## src/rtl/dcache_uncached_responder.sv

```systemverilog
// rtl/dcache_uncached_responder.sv - single-beat AXI responder for uncached MEM-stage loads/stores
module dcache_uncached_responder #(
    parameter int ID_W        = 4,
    parameter bit TIMEOUT_EN  = 1'b0,
    parameter int TIMEOUT_CYC = 1023
) (
    input  logic        clk,
    input  logic        rst,
    input  logic        cpu_valid,
    input  logic        cpu_op,
    input  logic [31:0] cpu_paddr,
    input  logic [1:0]  cpu_size,
    input  logic [31:0] cpu_wdata,
    input  logic [3:0]  cpu_wstrb,
    input  logic        mem_wr,
    output logic        cpu_busy,
    output logic [31:0] cpu_rdata,
    output logic        cpu_rvalid,
    output logic        bus_err,
    output logic        arvalid,
    output logic [31:0] araddr,
    output logic [2:0]  arsize,
    input  logic        arready,
    input  logic        rvalid,
    input  logic [31:0] rdata,
    input  logic [1:0]  rresp,
    input  logic        rlast,
    output logic        rready,
    output logic        awvalid,
    output logic [31:0] awaddr,
    output logic [2:0]  awsize,
    input  logic        awready,
    output logic        wvalid,
    output logic [31:0] wdata,
    output logic [3:0]  wstrb,
    output logic        wlast,
    input  logic        wready,
    input  logic        bvalid,
    input  logic [1:0]  bresp,
    output logic        bready
);

    // Fixed single-beat INCR burst fields and zero IDs for the uncached port.
    localparam logic [7:0]      AXI_LEN   = 8'd0;
    localparam logic [1:0]      AXI_BURST = 2'b01;
    localparam logic [ID_W-1:0] AXI_ID    = '0;
    localparam logic [9:0]      TO_LAST   = 10'(TIMEOUT_CYC - 1);
    localparam logic [31:0]     ERR_WORD  = 32'hDEAD_BEEF;

    typedef enum logic [2:0] {
        IDLE    = 3'd0,
        RD_ADDR = 3'd1,
        RD_DATA = 3'd2,
        WR_REQ  = 3'd3,
        WR_RESP = 3'd4,
        DONE    = 3'd5
    } state_t;

    state_t      state;
    state_t      state_n;
    logic [31:0] addr_q;
    logic [1:0]  size_q;
    logic [31:0] wdata_q;
    logic [3:0]  wstrb_q;
    logic        op_q;
    logic        aw_done;
    logic        w_done;
    logic [9:0]  wait_cnt;

    logic aw_hs;
    logic w_hs;
    logic wr_both;
    logic resp_wait;
    logic resp_fire;
    logic resp_err;
    logic timeout_hit;

    logic unused_ok;
    assign unused_ok = &{1'b0, rlast, AXI_LEN, AXI_BURST, AXI_ID};

    assign araddr = addr_q;
    assign awaddr = addr_q;
    assign arsize = {1'b0, size_q};
    assign awsize = {1'b0, size_q};
    assign wdata  = wdata_q;
    assign wstrb  = wstrb_q;
    assign wlast  = 1'b1;

    assign aw_hs       = awvalid && awready;
    assign w_hs        = wvalid && wready;
    assign wr_both     = (aw_done || aw_hs) && (w_done || w_hs);
    assign resp_wait   = (state == RD_DATA) || (state == WR_RESP);
    assign resp_fire   = resp_wait && (op_q ? bvalid : rvalid);
    assign resp_err    = op_q ? (bresp != 2'b00) : (rresp != 2'b00);
    // A response arriving in the last allowed cycle still wins over the timeout.
    assign timeout_hit = TIMEOUT_EN && resp_wait && !resp_fire && (wait_cnt == TO_LAST);

    always_comb begin
        state_n  = state;
        cpu_busy = 1'b0;
        case (state)
            IDLE: begin
                cpu_busy = cpu_valid;
                if (cpu_valid) begin
                    state_n = cpu_op ? WR_REQ : RD_ADDR;
                end
            end
            RD_ADDR: begin
                cpu_busy = 1'b1;
                if (arvalid && arready) begin
                    state_n = RD_DATA;
                end
            end
            RD_DATA, WR_RESP: begin
                cpu_busy = 1'b1;
                if (resp_fire || timeout_hit) begin
                    state_n = DONE;
                end
            end
            WR_REQ: begin
                cpu_busy = 1'b1;
                if (wr_both) begin
                    state_n = WR_RESP;
                end
            end
            DONE: begin
                if (mem_wr) begin
                    state_n = IDLE;
                end
            end
            default: state_n = IDLE;
        endcase
    end

    always_ff @(posedge clk) begin
        if (rst) begin
            state      <= IDLE;
            arvalid    <= 1'b0;
            rready     <= 1'b0;
            awvalid    <= 1'b0;
            wvalid     <= 1'b0;
            bready     <= 1'b0;
            aw_done    <= 1'b0;
            w_done     <= 1'b0;
            cpu_rdata  <= 32'd0;
            cpu_rvalid <= 1'b0;
            bus_err    <= 1'b0;
            wait_cnt   <= 10'd0;
            addr_q     <= 32'd0;
            size_q     <= 2'd0;
            wdata_q    <= 32'd0;
            wstrb_q    <= 4'd0;
            op_q       <= 1'b0;
        end else begin
            state   <= state_n;
            arvalid <= (state_n == RD_ADDR);
            rready  <= (state_n == RD_DATA);
            bready  <= (state_n == WR_RESP);

            if (TIMEOUT_EN && resp_wait && (state_n == state)) begin
                wait_cnt <= wait_cnt + 10'd1;
            end else begin
                wait_cnt <= 10'd0;
            end

            case (state)
                IDLE: begin
                    if (cpu_valid) begin
                        addr_q  <= cpu_paddr;
                        size_q  <= cpu_size;
                        wdata_q <= cpu_wdata;
                        wstrb_q <= cpu_wstrb;
                        op_q    <= cpu_op;
                        awvalid <= cpu_op;
                        wvalid  <= cpu_op;
                        aw_done <= 1'b0;
                        w_done  <= 1'b0;
                    end
                end
                WR_REQ: begin
                    // AW and W retire independently; either may finish first.
                    if (aw_hs) begin
                        awvalid <= 1'b0;
                        aw_done <= 1'b1;
                    end
                    if (w_hs) begin
                        wvalid <= 1'b0;
                        w_done <= 1'b1;
                    end
                end
                RD_DATA, WR_RESP: begin
                    if (resp_fire) begin
                        if (!op_q) begin
                            cpu_rdata  <= rdata;
                            cpu_rvalid <= 1'b1;
                        end
                        if (TIMEOUT_EN && resp_err) begin
                            bus_err <= 1'b1;
                        end
                    end else if (timeout_hit) begin
                        bus_err    <= 1'b1;
                        cpu_rdata  <= ERR_WORD;
                        cpu_rvalid <= !op_q;
                    end
                end
                DONE: begin
                    if (mem_wr) begin
                        cpu_rvalid <= 1'b0;
                        bus_err    <= 1'b0;
                    end
                end
                default: ;
            endcase
        end
    end

endmodule

```

## config.mk

```make
export PLATFORM = sky130hd
export DESIGN_NAME = dcache_uncached_responder
export DESIGN_NICKNAME = d
export VERILOG_FILES = /design/src/rtl/dcache_uncached_responder.sv
export SDC_FILE = /design/constraint.sdc
export NUM_CORES = 1
export LEC_CHECK = 0
export ABC_AREA = 1
export BUFFER_PORTS_ARGS = -buffer_cell sky130_fd_sc_hd__clkbuf_2
export CAP_MARGIN = 40
export CELL_PAD_IN_SITES_DETAIL_PLACEMENT = 0
export CELL_PAD_IN_SITES_GLOBAL_PLACEMENT = 1
export CORE_MARGIN = 2
export CORE_UTILIZATION = 32
export CTS_CLUSTER_DIAMETER = 50
export DETAILED_ROUTE_END_ITERATION = 10
export PLACE_DENSITY_LB_ADDON = 0.1
export REMOVE_ABC_BUFFERS = 1
export SLEW_MARGIN = 20
export SYNTH_ARGS = -nofsm -noshare
export SYNTH_HDL_FRONTEND = slang
export SYNTH_SLANG_ARGS = --single-unit
```

## constraint.sdc

```tcl
create_clock -name clk -period 3.7 [get_ports clk]
set_clock_uncertainty 0.2 [all_clocks]
set_input_delay 0.555 -clock clk [delete_from_list [all_inputs] [get_ports clk]]
set_output_delay 0.555 -clock clk [all_outputs]
set_load 0.01 [all_outputs]
```

; After elaboration in Yosys (flattened, before gate mapping)
; Index checks and enable logic that the tools add are counted.
[totals]
romBits = 0
inputBits = 117
reg_bits = 114
out_inout_bits = 147
latch_bits = 0
wordCells = 71
ram_bits = 0
mem_count = 0
[classes]
n_reduce_logical = 18
magnitude_cmp = 0
bitwise_logic = 1
eq_ne = 14
shifts = 0
addsub = 0
n_div = 0
n_mul = 0
n_mux = 23
[ops]
columns = op, count
row1 = $mux W3, 5
row2 = $pmux W3 S5, 1
row3 = $ne A2 B2 Y1 const B, 6
row4 = $pmux W1 S2, 6
row5 = $mux W1, 10
row6 = $eq A3 B2 Y1 const B, 3
row7 = $eq A3 B3 Y1 const B, 3
row8 = $reduce_and A3 Y1, 3
row9 = $eq A3 B1 Y1 const B, 2
row10 = $logic_and A1 B1 Y1, 5
row11 = $reduce_and A4 Y1, 1
row12 = $reduce_bool A2 Y1, 2
row13 = $reduce_or A4 Y1, 1
row14 = $logic_not A3 Y1, 1
row15 = $logic_or A1 B1 Y1, 3
row16 = $mux W2, 1
row17 = $reduce_and A2 Y1, 1
row18 = $reduce_or A2 Y1, 1
row19 = $not A1 Y1, 1

; Depth between registers and ports, before layout
[depth]
ltp_word = 6
depth_mapped = 9

; Least setup slack after synthesis
; Ideal clock, no wire load.
[synth_path]
kind = register to output
from = register state[0]
to = output port cpu_busy
slack_ps = 1924
required_ps = 2945
path_buffers = 2
arrival_time_ps = 1021
path_stages_with_launch = 8
path_cell_list = dfxtp_1 > buf_2 > nor2_2 > nand2_1 > nand2_4 > buf_6 > a21oi_1 > nand2_1
[synth_between]
elab_chain_len = 3
elab_cells_between_ends = 7
[synth_rtl]
columns = item, line
row1 = from (decl), 59  ; state_t state;
row2 = from (signal assigned), 155  ; state <= state_n;
row3 = "$eq A3 B2 Y1, or another cell as far along", 101  ; case (state)
row4 = $reduce_or A4 Y1 (no line), --
row5 = $pmux W1 S2 (*), 101
row6 = to (decl), 16  ; output logic cpu_busy,
; Mark *: on every way between the ends. The rest lies on a longest branch, timed or not.

; Worst setup path after layout
; Ends and elaborated chain as after synthesis.

==> metrics.yaml <==
fin_nets: 898
final.setup.tns_ps: 0
drv_cap: 0
p_leak_nw: 3.057
post-route-period-util: 0.6747
final_antenna_net_count: 0
final_layout_size_suffix_gt1_frac: 0.3753
cpPeakStageDelay_ps: 470
fin_crit_ps: 2496
reg2reg_slack_ps: 1350
yosysSeqAreaShare: 0.5114
detailed_place_hpwl_um: 9266
fin_ws_ps: 1204
arrival_ps: 1740
fin_util: 0.4516
synthToLayoutAreaGrowth_pct: 39.36
core_um2: 13770
cts.hold.buffers_added: 0
end_kind: "output port"
ios: 264
path_max_fanout: 36
antenna_found_initial: 0
cts_root_buffer: "clkbuf_16"
relSlewSlack: 0.4862
cts_resized: 0
clkTransAtPathRegs_ps: 60
avgRoutedWirePerCell_um: 13.26
row_count: 43
path_cells: "inv_1 > nand3_2 > nand2_4 > a21oi_1 > nand2_1 > clkbuf_2"
clk_latency_ps: 400
yosys-top-cells-area: "dfxtp_1 (51%), nor2_1 (13%), o21ai_0 (8.1%), buf_4 (6.4%), nand2_1 (4.8%)"
antennaDiodeCount: 0
fmax_ghz: 0.4006
firstDrtPassIters: 4
viasPerCell: 4.445
critical_path.startpoint_type: "register"
portBuffers: 254
grt_usage: 0.1690
fillCellCount: 1422
grt_pass1_vias: 3882
die_x_um: 122.1
regArea_um2: 2282
tritoncts: "built"
hold_class: "in -> reg"
start_util: 0.3240
ys_types: 19
rsz0062_at_grt: "false"
cts.sinks: 114
postCtsSetupRepairBufs: 0
worstPathRequired_ps: 2940
slew_viol_final: 0
die_h_um: 122.1
power.density_nw_per_um2: 667.7
grt_pass1_wl_um: 19340
synth_top_cell_area_share: 0.5114
hold_slack_ps: 190.4
netlist_area_um2: 4463
drt_iter0_markers: 210
setup_viol: 0
cp_num_buf_inv: 2
hold_viol: 0
wl_um: 12920
vias: 4329
cts_buffer_depth: 2
cp_slowest_cell: "dfxtp_1"
synth_seq_cells: 114
placedCellCount: 942
layout.cells.non_filler: 974
drc: 0
syn_area_per_cell_um2: 7.748
critical_path.top_delay_family: "flip-flops"
max_slew.worst_pin.slew_ps: 769.5
ir_worst_vdd_mv: 0.3120
syn_inst: 576
gr-total-overflow: 0
grt_max_degree: 46
pre_cts_ws_ps: 1043
multi_input_area_um2: 1624
cts_buffers: 17
crit_type: "reg -> out"
place_congestion: 0.8140
yosys.area.top_type: "dfxtp_1"
synth_warnings: 0
htreeDepth: 4
dieArea_um2: 14910
outcome: "complete, no violations"
==> final timing paths <==
kind,cells past startpoint,from,endpoint
setup reg to reg,8,state[0]$_SDFF_PP0_,arvalid$_SDFF_PP0_
setup / recovery,6,state[0]$_SDFF_PP0_,cpu_busy
hold / removal,3,cpu_paddr[26],araddr[26]$_SDFFE_PP0P_
hold reg to reg,2,cpu_rvalid$_SDFFE_PP0P_,cpu_rvalid$_SDFFE_PP0P_
==> worst min-delay path: cells and delay by family <==
family,cells,cell delay [ps]
AOI/OAI and AO/OA,1,70
buffers and inverters,1,70
and+or+nand+nor,1,70
==> synth_stat cells, drive strengths merged <==
library cell and count:
nand2 61, a21oi 40, or2 1, dfxtp 114, o21ai 72, conb 2, clkbuf 11, nor2 153
nand3 36, buf 64, inv 17, nand4 5
==> placed cells by master, fill, tap and decap left out, drive strengths merged <==
cell,count
clkbuf,275
nor2,153
dfxtp,114
o21ai,72
nand2,61
a21oi,40
nand3,36
inv,17
bufinv,7
nand4,5
buf,5
conb,4
clkinv,4
or2,1
==> power breakdown <==
group          internal (W)  switching [W]
clock network       0.00136       0.000560
registers           0.00138      0.0000959
logic              0.000293       0.000465
total               0.00303        0.00112
==> cell type report <==
| type | instances | area share |
|---|---|---|
| Sequential cell | 114 | 0.3669 |
| Multi-Input combinational cell | 372 | 0.2611 |
| Timing Repair Buffer | 259 | 0.2144 |
| Clock buffer | 21 | 0.07403 |
| Clock inverter | 11 | 0.03701 |
| Tap cell | 180 | 0.03621 |
| Inverter | 17 | 0.01026 |
==> flip-flops by register name, summed over array words and instances (netlist names) <==
name / flops
araddr: 32
arvalid: 1
aw_done: 1
awvalid: 1
bready: 1
cpu_rdata: 32
cpu_rvalid: 1
op_q: 1
rready: 1
size_q: 2
state: 3
w_done: 1
wdata: 32
wstrb: 4
wvalid: 1
==> routing by layer <==
| metal | share of wire | routed length (µm) | global-route usage |
|---|---|---|---|
| met3 | 0.12 | 1593 | 0.09363 |
| met1 | 0.41 | 5274 | 0.1900 |
| met5 | 0 | 0 | 0 |
| met4 | 0.020 | 264 | 0.06753 |
| met2 | 0.45 | 5782 | 0.2661 |
==> stage by stage <==
step / power, W / instance area, µm²
floorplan: 0.001888 / 3970
global placement: 0.002261 / 5509
detailed placement: 0.002271 / 5529
CTS: 0.004202 / 6220
global route: 0.004369 / 6220
finish: 0.004153 / 6220
==> cell families (layout without fill, tap and decap cells) <==
kind of cell	Yosys count	after routing	synth area share
buffers and inverters	92	308	0.1264
and+or+nand+nor	256	256	0.2349
AOI/OAI and AO/OA	112	112	0.1256
DFF	114	114	0.5114
other	2	4	0.001683
Power figures use the tool's default switching activity.
